==> src/rtl/register_rename.sv <==
// Rename stage: RAT lookup, free-list allocation/release and physical ready table.
module register_rename #(
  parameter int unsigned ARCH_REGS = 32,
  parameter int unsigned AR_SIZE   = 7,
  parameter int unsigned AR_ARRAY  = 128
) (
  input  logic                      clk,
  input  logic                      rst,
  input  logic                      valid_in,
  input  logic [4:0]                rs1_arch_in,
  input  logic [4:0]                rs2_arch_in,
  input  logic [4:0]                rd_arch_in,
  input  logic                      rd_write_in,
  input  logic                      wb_valid1_in,
  input  logic [AR_SIZE-1:0]        wb_phys1_in,
  input  logic                      wb_valid2_in,
  input  logic [AR_SIZE-1:0]        wb_phys2_in,
  input  logic                      retire_valid_in,
  input  logic [AR_SIZE-1:0]        retire_old_phys_in,
  output logic                      valid_out,
  output logic [AR_SIZE-1:0]        rs1_phys_out,
  output logic [AR_SIZE-1:0]        rs2_phys_out,
  output logic [AR_SIZE-1:0]        rd_phys_out,
  output logic [AR_SIZE-1:0]        old_rd_phys_out,
  output logic [AR_ARRAY-1:0]       reg_ready_out,
  output logic                      stall
);

  localparam int unsigned FL_DEPTH = AR_ARRAY - ARCH_REGS;
  localparam int unsigned CW       = AR_SIZE + 1;

  logic [AR_SIZE-1:0]  rat_q [ARCH_REGS];
  logic [AR_SIZE-1:0]  free_q [FL_DEPTH];
  logic [AR_SIZE-1:0]  head_q, head_d;
  logic [AR_SIZE-1:0]  tail_q, tail_d;
  logic [CW-1:0]       count_q, count_d;
  logic [AR_ARRAY-1:0] ready_q, ready_d;

  logic                valid_q;
  logic [AR_SIZE-1:0]  rs1_q, rs2_q, rd_q, old_q;
  logic [AR_SIZE-1:0]  rd_d, old_d;

  logic                wants_rd;
  logic                alloc;
  logic                push;
  logic [AR_SIZE-1:0]  free_head;

  // Circular pointer advance with wrap at the free-list depth.
  function automatic logic [AR_SIZE-1:0] ptr_inc(input logic [AR_SIZE-1:0] p);
    return (p == AR_SIZE'(FL_DEPTH - 1)) ? '0 : p + AR_SIZE'(1);
  endfunction

  // Allocation, release and next-state computation for pointers, count and ready table.
  always_comb begin
    wants_rd  = valid_in & rd_write_in & (rd_arch_in != 5'd0);
    stall     = wants_rd & (count_q == '0);
    alloc     = wants_rd & ~stall;
    push      = retire_valid_in & (retire_old_phys_in != '0) & (count_q != CW'(FL_DEPTH));
    free_head = free_q[head_q];

    head_d  = alloc ? ptr_inc(head_q) : head_q;
    tail_d  = push  ? ptr_inc(tail_q) : tail_q;
    count_d = count_q;
    if (alloc && !push) begin
      count_d = count_q - CW'(1);
    end else if (push && !alloc) begin
      count_d = count_q + CW'(1);
    end

    rd_d  = alloc ? free_head : '0;
    old_d = alloc ? rat_q[rd_arch_in] : '0;

    // Writeback sets first so a same-index allocation clear takes priority.
    ready_d = ready_q;
    if (wb_valid1_in) ready_d[wb_phys1_in] = 1'b1;
    if (wb_valid2_in) ready_d[wb_phys2_in] = 1'b1;
    if (alloc)        ready_d[free_head]   = 1'b0;
    ready_d[0] = 1'b1;
  end

  // State and registered outputs; reset restores identity RAT and the full free list.
  always_ff @(posedge clk or posedge rst) begin
    if (rst) begin
      for (int unsigned i = 0; i < ARCH_REGS; i++) begin
        rat_q[i] <= AR_SIZE'(i);
      end
      for (int unsigned i = 0; i < FL_DEPTH; i++) begin
        free_q[i] <= AR_SIZE'(ARCH_REGS + i);
      end
      head_q  <= '0;
      tail_q  <= '0;
      count_q <= CW'(FL_DEPTH);
      ready_q <= '1;
      valid_q <= 1'b0;
      rs1_q   <= '0;
      rs2_q   <= '0;
      rd_q    <= '0;
      old_q   <= '0;
    end else begin
      if (alloc) begin
        rat_q[rd_arch_in] <= free_head;
      end
      if (push) begin
        free_q[tail_q] <= retire_old_phys_in;
      end
      head_q  <= head_d;
      tail_q  <= tail_d;
      count_q <= count_d;
      ready_q <= ready_d;
      valid_q <= valid_in & ~stall;
      rs1_q   <= rat_q[rs1_arch_in];
      rs2_q   <= rat_q[rs2_arch_in];
      rd_q    <= rd_d;
      old_q   <= old_d;
    end
  end

  assign valid_out       = valid_q;
  assign rs1_phys_out    = rs1_q;
  assign rs2_phys_out    = rs2_q;
  assign rd_phys_out     = rd_q;
  assign old_rd_phys_out = old_q;
  assign reg_ready_out   = ready_q;

endmodule

==> config.mk <==
export PLATFORM = sky130hd
export DESIGN_NAME = register_rename
export DESIGN_NICKNAME = d
export VERILOG_FILES = /design/src/rtl/register_rename.sv
export SDC_FILE = /design/constraint.sdc
export NUM_CORES = 2
export LEC_CHECK = 0
export BUFFER_PORTS_ARGS = -buffer_cell sky130_fd_sc_hd__buf_2
export CORE_MARGIN = 5
export CORE_UTILIZATION = 63
export DETAILED_ROUTE_END_ITERATION = 8
export PLACE_DENSITY = 0.81
export REMOVE_ABC_BUFFERS = 1
export SYNTH_ARGS = -nofsm -noshare
export SYNTH_HDL_FRONTEND = slang
export SYNTH_SLANG_ARGS = --single-unit
==> constraint.sdc <==
create_clock -name clk -period 35.2 [get_ports clk]
set_clock_uncertainty 0.1 [all_clocks]
set_input_delay 1.76 -clock clk [delete_from_list [all_inputs] [get_ports clk]]
set_output_delay 1.76 -clock clk [all_outputs]
set_load 0.02 [all_outputs]
== Word level (Yosys, flattened, before mapping) ==
Cells that the tools add are included.

* Add/sub/neg operators: 4
* Magnitude comparators: 13
* Equal/unequal tests: 3
* Mux-type cells: 33
* Bitwise gates (word level): 17
* Reductions and logical operators: 13

{| class="wikitable"
|+ Operators with widths
! cell !! count
|-
| 672-bit bitwise mux || 1
|-
| 128-bit two-way mux || 3
|-
| 128-bit OR || 2
|-
| 224-bit bitwise mux || 1
|-
| 128-bit AND || 1
|-
| 128-bit NOT || 1
|-
| 7-bit binary-select mux with 5-bit select || 3
|-
| 7-bit two-way mux || 14
|-
| 7-bit binary-select mux with 7-bit select || 1
|-
| 7-bit demux with 7-bit select || 1
|-
| 7-bit demux with 5-bit select || 1
|-
| 7-bit by 8-bit < comparator with 1-bit output (second input constant) || 3
|-
| 1-bit demux with 7-bit select || 3
|-
| 7-bit by 1-bit >= comparator with 1-bit output (second input constant) || 3
|-
| 6-bit >= comparator (second input constant) || 3
|-
| 5-bit NOT with 6-bit output || 3
|-
| 8-bit >= comparator (second input constant) || 2
|-
| 8-bit two-way mux || 2
|-
| 7-bit NOT with 8-bit output || 2
|-
| 7-bit by 1-bit adder with 7-bit output (second input constant) || 2
|-
| 7-bit equality test (second input constant) || 2
|-
| 8-bit by 1-bit adder with 8-bit output (second input constant) || 1
|-
| 8-bit logical NOT || 1
|-
| 8-bit by 1-bit < comparator with 1-bit output (second input constant) || 1
|-
| 11 further kinds || 26
|}

* Register bits: 1,074
* Input port bits: 43
* Logic and storage cells: 220

== Logic depth before layout (Yosys ltp) ==
* Depth after elaboration: 11
* Gate-level depth with buffers: 17
* Depth with buffers taken out: 14

== Least setup slack after synthesis ==
Ideal clock, no wire load.

* Path kind: input to register
* From: input port rd_arch_in[2]
* To: register count_q[6]
* Setup time: 0.085 ns
* Arrival time: 4.919 ns
* Slack: 30.096 ns
* Stages on the path: 17
* Buffers on the path: 3
* Path through: clkbuf_1 or3_1 o311a_1 nand2_1 inv_1 clkbuf_1 ha_1 buf_1 xor2_1 ha_1 or3_1 a21oi_1 nor3_1 and3_1 o21ai_0 a21oi_1 xor2_1

* Cells in the longest elaborated chain, start to end: 8
* Elaborated cells on any way between the ends: 10
* Those cells by class: mux: 1; bitwise: 4; reduce/logical: 5

{| class="wikitable"
|+ RTL lines
! element !! RTL line !! source
|-
| start: declaration || 12 || <nowiki>input logic [4:0] rd_arch_in,</nowiki>
|-
| 5-bit nonzero test (*) || 55 || <nowiki>wants_rd = valid_in & rd_write_in & (rd_arch_in != 5'd0);</nowiki>
|-
| 1-bit AND (*) || 55 ||
|-
| 1-bit AND || 56 || <nowiki>stall = wants_rd & (count_q == '0);</nowiki>
|-
| 1-bit NOT || 57 || <nowiki>alloc = wants_rd & ~stall;</nowiki>
|-
| 1-bit AND (*) || 57 ||
|-
| 1-bit logical NOT || 66 || <nowiki>end else if (push && !alloc) begin</nowiki>
|-
| 1-bit logical AND || 66 ||
|-
| 2-bit nonzero test (no line) || -- ||
|-
| end signal: assignment || 92 || <nowiki>count_q <= CW'(FL_DEPTH);</nowiki>
|-
| end signal: assignment || 108 || <nowiki>count_q <= count_d;</nowiki>
|-
| end: declaration || 36 || <nowiki>logic [CW-1:0] count_q, count_d;</nowiki>
|}

Mark *: on every way between the ends. The rest lies on a longest branch, timed or not.
A chain may end at the register's enable or synchronous reset.

== Worst setup path in the final report ==
* From: register head_q[0]
* To: register ready_q[64] (netlist: reg_ready_out[64])

* Cells in the longest elaborated chain, start to end: 11
* Elaborated cells on any way between the ends: 12
* Those cells by class: order compare: 2; mux: 6; bitwise: 3; reduce/logical: 1

{| class="wikitable"
|+ RTL lines
! element !! RTL line !! source
|-
| start: declaration || 34 || <nowiki>logic [AR_SIZE-1:0] head_q, head_d;</nowiki>
|-
| start signal: assignment || 90 || <nowiki>head_q <= '0;</nowiki>
|-
| start signal: assignment || 106 || <nowiki>head_q <= head_d;</nowiki>
|-
| 7-bit NOT with 8-bit output (not written as such) (*) || 59 || <nowiki>free_head = free_q[head_q];</nowiki>
|-
| 7-bit binary-select mux with 7-bit select (*) || 59 ||
|-
| 7-bit two-way mux (not written as such) (*) (2 in series) || 59 ||
|-
| 7-bit by 8-bit < comparator with 1-bit output (not written as such) or 7-bit by 1-bit >= comparator with 1-bit output (tied branches) || 77 || <nowiki>if (alloc) ready_d[free_head] = 1'b0;</nowiki>
|-
| 1-bit logical AND (not written as such) || 77 ||
|-
| 1-bit two-way mux (not written as such) || 77 ||
|-
| 1-bit demux with 7-bit select (*) || 77 ||
|-
| 128-bit NOT (no line) (*) || -- ||
|-
| 128-bit AND (no line) (*) || -- ||
|-
| 128-bit two-way mux (*) || 77 ||
|-
| net ready_d[64] || 37 || <nowiki>logic [AR_ARRAY-1:0] ready_q, ready_d;</nowiki>
|-
| end signal: assignment || 109 || <nowiki>ready_q <= ready_d;</nowiki>
|-
| end: declaration || 37 ||
|}

The timed path passes the listed nets; every way through them passes the cells marked *. The select of a mux whose other input is x is not followed.

==> reports/results.ini <==
[finish]
final_cell_count_no_fill=5137
nets=3956
layout-drive-gt1-share_pct=54.8
area_growth_pct=9.74
n_fill_cell=5509
final_cell_area_mm2=0.0586
utilization_pct=69.9
diodes=0

[clock_tree]
path_clk_slew_ns=0.06
cts_tree=yes
cts_buffers=107
hold_buffers=0
clock_sinks=1074
cts-root-buf=clkbuf_16
post_cts_buffers=0
htree_levels=3
cts_max_path_buffers=3
clock_latency_ns=0.70
post_cts_resized=0

[critical_path]
cp_common_cell=buf_4
cp_num_buf_inv=2
worstPathRequired_ns=35.66
cpLargestDelayFamily=simple AND/OR/NAND/NOR gates
cp_max_fo=44
slowest_delay_ns=1.01
worstPathCellList=buf_4, buf_4, mux4_2, nand2b_1, o211ai_1, a311oi_1, or3_2, nor4_4, a31oi_1
worstSetupPathType=register to register
reg2reg_to=reg_ready_out[64]
reg2reg_from=head_q[0]
reg2reg_slack_ns=29.40
arrival_ns=6.26
startpoint_type=register
ff2ff_path_depth=9
slowest_stage=nor4_4
crit_cells=9
end_kind=register

[routing]
dr.max_layer_used=met5
drtAntennaViolNets=0
wl_met3_um=15200
drt_pass1_iterations=7
wl_um=148000
met1_length_um=55400
drt_iter0_markers=4080
drc_errors=0
viasPerCell=7.04
num_vias=36200
wire_per_inst_um=28.9
wl_met2_um=69400

[grt]
overflow=0
grt_max_degree=176
grt_pass1_vias=36500
grt_pass1_wl_um=229000
antenna_found_initial=1
grt_use_total_pct=32.8

[timing]
fmax_ghz=0.172
hold_ws_ns=0.315
finalCriticalPeriod_ns=5.80
hold_viol=0
slew_headroom_pct=12.5
drv_slew=0
worst_pin_slew_ns=1.31
rsz0062_at_grt=no
setup_tns_ns=0
final.setup.worst_slack_ns=29.40
min_period_over_period_pct=16.5
setup_viol=0

[power_and_ir_drop]
total_power_mw=4.33
powerDensity_mw_per_mm2=73.9
peakVddDrop_v=0.0000689
cellLeakagePower_nw=24.6

[run_status]
status=complete, no violations

[place]
dp_slack_ns=29.23
post-dp-hpwl_um=95800
place_congestion=1.03
place_area_mm2=0.0549
dpl.cell_count=4933
port_buffers=199

[floorplan]
ioPinCount=201
dieHeight_um=301
die_w_um=301
start_util_pct=63.7
die_area_mm2=0.0907
core_mm2=0.0838
num_rows=106

[min_path]
hold_class=register to register
hold_path_startpoint=rat_q[219]
hold_depth=0
whs_endpoint=rat_q[219]

[logic_synthesis]
synth-seq-cells=1074
ys_types=78
async_reset_ff_share_pct=100
ys_seq_area_share_pct=51.7
syn_inst=3871
synth_edf_count=0
ys_warn_count=0
synth.avg_cell_area_um2=13.8
ys.flop_type=dfstp_2
syn_area_mm2=0.0534

[job]
maxCapViolCount=0

==> state kept, by name, indices dropped and copies added (netlist names) <==
name,count
count_q,8
free_q,672
head_q,7
old_rd_phys_out,7
rat_q,224
rd_phys_out,7
reg_ready_out,127
rs1_phys_out,7
rs2_phys_out,7
tail_q,7
valid_out,1
==> routing by layer <==
metal  vias up  GRT usage (%)
met1     18600           44.2
li1      14700              -
met4         2           14.9
met3       544           7.96
met5         -         0.0541
met2      2297           51.3
==> synthesized netlist by cell type, drive strengths merged (3+ instances only) <==
cell type / instances / area share, %
xnor2: 11 / 0.18
clkbuf: 232 / 1.6
buf: 97 / 1.1
ha: 5 / 0.12
nand2b: 26 / 0.30
a41o: 3 / 0.056
nor2: 196 / 1.4
and2: 18 / 0.21
a221oi: 96 / 1.6
o211ai: 5 / 0.089
nor2b: 31 / 0.36
nor3b: 12 / 0.17
and3: 7 / 0.082
dfstp: 577 / 28
a32oi: 5 / 0.096
nor3: 34 / 0.32
nand3b: 3 / 0.042
nand3: 36 / 0.34
and4: 14 / 0.23
o32ai: 3 / 0.049
inv: 18 / 0.13
nor4: 18 / 0.46
a311oi: 3 / 0.049
a21oi: 161 / 1.5
a22oi: 45 / 0.63
a211oi: 7 / 0.098
o22ai: 37 / 0.43
xor2: 9 / 0.15
dfrtp: 497 / 23
mux2: 786 / 17
a31oi: 36 / 0.42
a22o: 10 / 0.16
or3: 5 / 0.059
mux4: 346 / 15
mux2i: 52 / 0.97
a211o: 3 / 0.049
o21ai: 108 / 1.0
nor4b: 4 / 0.11
nand2: 270 / 1.9
nand4: 8 / 0.11
and3b: 4 / 0.066
==> cell usage in the layout (no fill, tap or decap), types with 36 or more instances in the layout <==
cell type	instances
mux2_2	786
dfstp_2	577
dfrtp_1	493
mux4_2	346
nand2_1	270
nor2_1	195
buf_2	190
a21oi_1	161
clkbuf_16	108
o21ai_0	105
a221oi_1	96
buf_4	64
mux2i_1	52
a22oi_1	45
o22ai_1	37
nand3_1	36
a31oi_1	36
==> how the worst max path moves through the flow <==
| stage | startpoint | slack [ns] | end |
|---|---|---|---|
| floorplan | rst | 4.06 | count_q[0] |
| global placement | rst | 29.27 | free_q[455] |
| detailed placement | rd_arch_in[4] | 29.23 | count_q[6] |
| CTS | head_q[0] | 29.42 | reg_ready_out[64] |
| global route | head_q[0] | 29.11 | reg_ready_out[112] |
| finish | head_q[0] | 29.40 | reg_ready_out[64] |
==> logic make-up after synthesis <==
logic type      after synthesis  share of synthesized area [%]
compound gates              545                           6.63
xor+xnor                     20                          0.328
fa+ha+maj                     5                          0.117
buf+inv                     348                           2.84
flops                      1074                           51.7
mux                        1184                           32.1
other cells                   1                        0.00702
simple gates                694                           6.26
==> power by group <==
part / switching [mW] / total [mW] / leakage, nW / internal [mW]
Combinational: 0.829 / 1.36 / 10.1 / 0.529
Sequential: 0.213 / 1.79 / 12.7 / 1.58
Clock: 0.496 / 1.18 / 1.82 / 0.682
Total: 1.54 / 4.33 / 24.6 / 2.79
==> layout make-up <==
cell class	instances	area, µm²	area share (%)
clock inverter	45	424	0.724
sequential	1074	27600	47.1
multi-input combinational	2449	24300	41.5
inverter	19	78.8	0.134
clock buffer	159	3240	5.54
timing repair buffer	257	1490	2.54
tap	1134	1420	2.42
Note: power is estimated with default switching activity, not from simulation.
